### src/rtl/fifo_stream_reader.sv
// Purpose: read-side master for the synchronous FIFO, re-presenting its words as a valid/ready stream.
// Latency: two cycles from read enable to m_valid_o; sustains one word per cycle with m_ready_i high.
// Backpressure: reads are credit-limited by buffer space, so a stalled consumer never loses or overflows a word.
// Optional delivered-word counter enabled by defining FIFO_STREAM_READER_CNT_EN.
module fifo_stream_reader #(
    parameter int WIDTH     = 8,
    parameter int BUF_DEPTH = 2,
    parameter int CNT_WIDTH = 16
) (
    input  logic                 clk_i,
    input  logic                 rst_ni,
    input  logic                 enable_i,
    input  logic [WIDTH-1:0]     fifo_rdata_i,
    input  logic                 fifo_empty_i,
    input  logic                 fifo_rd_error_i,
    output logic                 fifo_rd_en_o,
    output logic [WIDTH-1:0]     m_data_o,
    output logic                 m_valid_o,
    input  logic                 m_ready_i,
    output logic                 busy_o,
    output logic                 err_o,
    output logic [CNT_WIDTH-1:0] rd_count_o
);

    localparam int PW = (BUF_DEPTH > 1) ? $clog2(BUF_DEPTH) : 1;
    localparam int CW = PW + 1;

    typedef enum logic [1:0] {
        IDLE  = 2'd0,
        RUN   = 2'd1,
        DRAIN = 2'd2
    } state_t;

    state_t           state;
    logic [WIDTH-1:0] buf_mem [BUF_DEPTH];
    logic [PW-1:0]    head;
    logic [PW-1:0]    tail;
    logic [CW-1:0]    count;
    logic             inflight;

    logic             pop;
    logic             capture;
    logic [CW:0]      credit;

    // A word returning with the underflow flag set is dropped rather than buffered.
    assign pop      = m_valid_o & m_ready_i;
    assign capture  = inflight & ~fifo_rd_error_i;

    // Occupancy after this cycle if we issue nothing: the pop credit lets a read
    // go out in the same cycle a word leaves, giving full throughput.
    assign credit   = {1'b0, count} + (CW+1)'(inflight) - (CW+1)'(pop);

    assign fifo_rd_en_o = (state == RUN) & ~fifo_empty_i & (credit < (CW+1)'(BUF_DEPTH));

    assign m_valid_o = (count != '0);
    assign m_data_o  = buf_mem[head];

    // Control FSM: fetch in RUN, finish outstanding words in DRAIN, park in IDLE.
    always_ff @(posedge clk_i or negedge rst_ni) begin
        if (!rst_ni) begin
            state  <= IDLE;
            busy_o <= 1'b0;
        end else begin
            case (state)
                IDLE: begin
                    if (enable_i) begin
                        state  <= RUN;
                        busy_o <= 1'b1;
                    end
                end
                RUN: begin
                    if (!enable_i) begin
                        state <= DRAIN;
                    end
                end
                DRAIN: begin
                    if (enable_i) begin
                        state <= RUN;
                    end else if ((count == '0) && !inflight && !capture) begin
                        state  <= IDLE;
                        busy_o <= 1'b0;
                    end
                end
                default: begin
                    state  <= IDLE;
                    busy_o <= 1'b0;
                end
            endcase
        end
    end

    // Circular output buffer plus the one-bit tracker for the FIFO's read latency.
    always_ff @(posedge clk_i or negedge rst_ni) begin
        if (!rst_ni) begin
            for (int i = 0; i < BUF_DEPTH; i++) begin
                buf_mem[i] <= '0;
            end
            head     <= '0;
            tail     <= '0;
            count    <= '0;
            inflight <= 1'b0;
        end else begin
            inflight <= fifo_rd_en_o;
            if (capture) begin
                buf_mem[tail] <= fifo_rdata_i;
                tail          <= tail + 1'b1;
            end
            if (pop) begin
                head <= head + 1'b1;
            end
            count <= count + CW'(capture) - CW'(pop);
        end
    end

    // Sticky protocol error: any underflow report latches until reset.
    always_ff @(posedge clk_i or negedge rst_ni) begin
        if (!rst_ni) begin
            err_o <= 1'b0;
        end else if (fifo_rd_error_i) begin
            err_o <= 1'b1;
        end
    end

`ifdef FIFO_STREAM_READER_CNT_EN
    logic [CNT_WIDTH-1:0] rd_count;

    // Count every word handed to the consumer, wrapping at the counter width.
    always_ff @(posedge clk_i or negedge rst_ni) begin
        if (!rst_ni) begin
            rd_count <= '0;
        end else if (pop) begin
            rd_count <= rd_count + 1'b1;
        end
    end

    assign rd_count_o = rd_count;
`else
    assign rd_count_o = '0;
`endif

endmodule

### config.mk
export PLATFORM = sky130hd
export DESIGN_NAME = fifo_stream_reader
export DESIGN_NICKNAME = d
export VERILOG_FILES = /design/src/rtl/fifo_stream_reader.sv
export SDC_FILE = /design/constraint.sdc
export NUM_CORES = 1
export LEC_CHECK = 0
export BUFFER_PORTS_ARGS = -buffer_cell sky130_fd_sc_hd__buf_2
export CAP_MARGIN = 20
export CORE_MARGIN = 5
export CORE_UTILIZATION = 53
export CTS_CLUSTER_SIZE = 8
export DETAILED_ROUTE_END_ITERATION = 8
export PLACE_DENSITY = 0.83
export SLEW_MARGIN = 10
export SYNTH_ARGS = -nofsm -noshare
export SYNTH_HDL_FRONTEND = slang
export SYNTH_SLANG_ARGS = --single-unit
### constraint.sdc
create_clock -name clk_i -period 3.34 [get_ports clk_i]
set_clock_uncertainty 0.05 [all_clocks]
set_input_delay 0.334 -clock clk_i [delete_from_list [all_inputs] [get_ports clk_i]]
set_output_delay 0.334 -clock clk_i [all_outputs]
set_load 0.03 [all_outputs]
==> results.json <==
{
  "grt_first_pass_wirelength_um": 3640,
  "placed_cell_area_mm2": 0.00137,
  "fin_nets": 145,
  "ys_types": 27,
  "ir_drop_mv": 0.594,
  "synth_top_area_cell": "dfrtp_1",
  "critical_path.reg2reg.startpoint": "count[1]",
  "dieArea_mm2": 0.00351,
  "critical_path_class": "reg -> out",
  "outcome": "completed",
  "die_h_um": 59.3,
  "setup_tns_ns": 0,
  "p_per_area_mw_per_mm2": 870,
  "clk_path_buf_depth": 2,
  "place_inst": 151,
  "comb_power_share": 0.465,
  "io_buffers": 25,
  "p_seq_frac": 0.427,
  "clock_sinks": 25,
  "cts_root_buffer": "clkbuf_4",
  "fmax_ghz": 0.338,
  "overflow": 0,
  "grt_max_degree": 26,
  "cts_setup_buffers": 0,
  "grt_pass1_vias": 813,
  "p_total_uw": 1220,
  "synth_top_area_share": 0.486,
  "gr-usage-all-layers": 0.141,
  "p_switching_uw": 514,
  "antenna_cells": 0,
  "drtPass1Iterations": 2,
  "fin_cells": 156,
  "critPathArrivalTime_ns": 2.58,
  "utilization": 0.617,
  "clk_pin_slew_ns": 0.12,
  "synthCells": 101,
  "cp.required_ns": 2.96,
  "leakagePower_uw": 0.000716,
  "syn_avg_cell_area_um2": 12.7,
  "startpoint": "count[1]",
  "syn_to_final_growth_pct": 9.14,
  "dp_hpwl_um": 1740,
  "final_area_mm2": 0.00141,
  "wirelength_um": 2200,
  "drc": 0,
  "crit_path_max_fanout": 7,
  "fill_cells": 197,
  "syn_area_mm2": 0.00129,
  "min_period_ns": 2.96,
  "slowest_delay_ns": 0.48,
  "drtAntennaViolNets": 0,
  "io_pins": 42,
  "swShare": 0.421,
  "numCtsBuffers": 3,
  "setup.worst_path.start_class": "flop",
  "synth.ff_latch_count": 25,
  "tightest_slew_ns": 0.544,
  "clkPwrFrac": 0.109,
  "fp.dieW_um": 59.3,
  "cts_tree": "yes",
  "min_path_type": "in -> reg",
  "clock_latency_ns": 0.32,
  "initial_core_util": 0.566,
  "cts_hold_buf": 1,
  "crit_path_end_kind": "output pin",
  "max_cap_violations": 0,
  "rows": 17,
  "synth_warnings": 0,
  "coreArea_mm2": 0.00228,
  "htreeDepth": 1,
  "hold_start": "fifo_empty_i",
  "synthTopCellsByArea": "dfrtp_1 (49%), mux2_2 (21%), buf_4 (9.3%), xor2_1 (2.0%), fa_1 (1.6%)",
  "cp.buffers_inverters": 1,
  "ys_seq_area_frac": 0.486,
  "slew_headroom": 0.637,
  "period_share": 0.886,
  "cp_top_family": "simple AND/OR/NAND/NOR gates",
  "rsz0062_at_grt": "no",
  "place_congestion": 0.714,
  "slew_viol_final": 0,
  "antenna_found_initial": 0,
  "cts_resized": 0,
  "drt_iter0_markers": 9,
  "drt-wirelength-per-cell_um": 14.1,
  "hold_viol": 0,
  "drive_above_1_share": 0.461,
  "dr_total_vias": 777,
  "path_cells": "or2_2 > nand2_1 > nor2_1 > fa_1 > xor2_1 > nor4b_1 > buf_2",
  "internal_power_uw": 708,
  "vias_per_cell": 4.98,
  "setup_violations": 0,
  "slowest_stage": "dfrtp_1"
}
[power groups by stage]
stage / Clock, uW / Sequential (uW) / Combinational, uW
floorplan: 0 / 493 / 480
global placement: 0 / 519 / 552
detailed placement: 0 / 531 / 575
CTS: 140 / 523 / 578
global route: 160 / 542 / 613
finish: 133 / 521 / 568
[registers in the layout (all words and copies together) (netlist names)]
signal	count
buf_mem	16
busy_o	1
count	2
err_o	1
head	1
inflight	1
state	2
tail	1
[per-layer routing]
layer,global-route usage,part of all wire,routed length [um]
met3,0.0327,0.067,148
met5,0,0,0
met4,0.0680,0.015,33
met2,0.240,0.54,1190
met1,0.165,0.38,831
[worst paths after layout]
check                                to  cells past startpoint  slack (ns)
max                        fifo_rd_en_o                      7        0.38
min                            inflight                      2        0.12
max reg2reg                    inflight                      6        1.18
min reg2reg                       err_o                      1        0.43
max in group asynchronous          head                      2        2.42
min in group asynchronous   buf_mem[14]                      2        0.46
[synth_stat cells]
master,n
buf_2,1
buf_6,1
mux2_2,24
nor2_1,2
or2_2,2
conb_1,1
a311o_1,1
a21boi_0,1
nand3b_2,1
nand2b_2,1
nand2_1,2
nand4_1,3
nor2_8,1
buf_4,16
nand2b_1,1
a21oi_1,2
xor2_1,3
o211ai_1,1
nor3_1,1
nor4b_1,1
o32ai_1,1
a211o_2,1
dfrtp_1,25
ha_1,1
xnor2_1,2
fa_1,1
inv_1,4
[area by class of cell]
type | instances | area (um^2) | share of cell area
clock buffer | 3 | 22.5 | 0.0160
clock inverter | 1 | 5.00 | 0.00356
inverter | 4 | 15.0 | 0.0107
multi-input combinational | 69 | 567 | 0.403
sequential | 25 | 626 | 0.445
tap | 28 | 35.0 | 0.0249
timing repair buffer | 26 | 135 | 0.0962
[placed cells by master (no fill, tap or decap), drive strengths merged]
master,synthesis,layout
a211o,1,1
a21boi,1,1
a21oi,2,2
a311o,1,1
buf,18,25
clkbuf,0,3
clkinv,0,1
conb,1,16
dfrtp,25,25
dlygate4sd3,0,1
fa,1,1
ha,1,1
inv,4,4
mux2,24,24
nand2,2,2
nand2b,2,2
nand3b,1,1
nand4,3,3
nor2,3,3
nor3,1,1
nor4b,1,1
o211ai,1,1
o32ai,1,1
or2,2,2
xnor2,2,2
xor2,3,3
[logic make-up after synthesis]
logic type / share of synthesized area
xor+xnor: 0.0340
simple gates: 0.0826
fa+ha+maj: 0.0253
buf+inv: 0.118
flops: 0.486
mux: 0.210
compound gates: 0.0418
other cells: 0.00291
[stage by stage]
stage	setup slack [ns]	hold slack (ns)
global placement	0.813	0.289
CTS	0.360	0.101
detailed placement	0.741	0.302
floorplan	0.200	-0.0116
global route	0.226	0.0680
finish	0.379	0.119
Power figures use the tool's default switching activity.
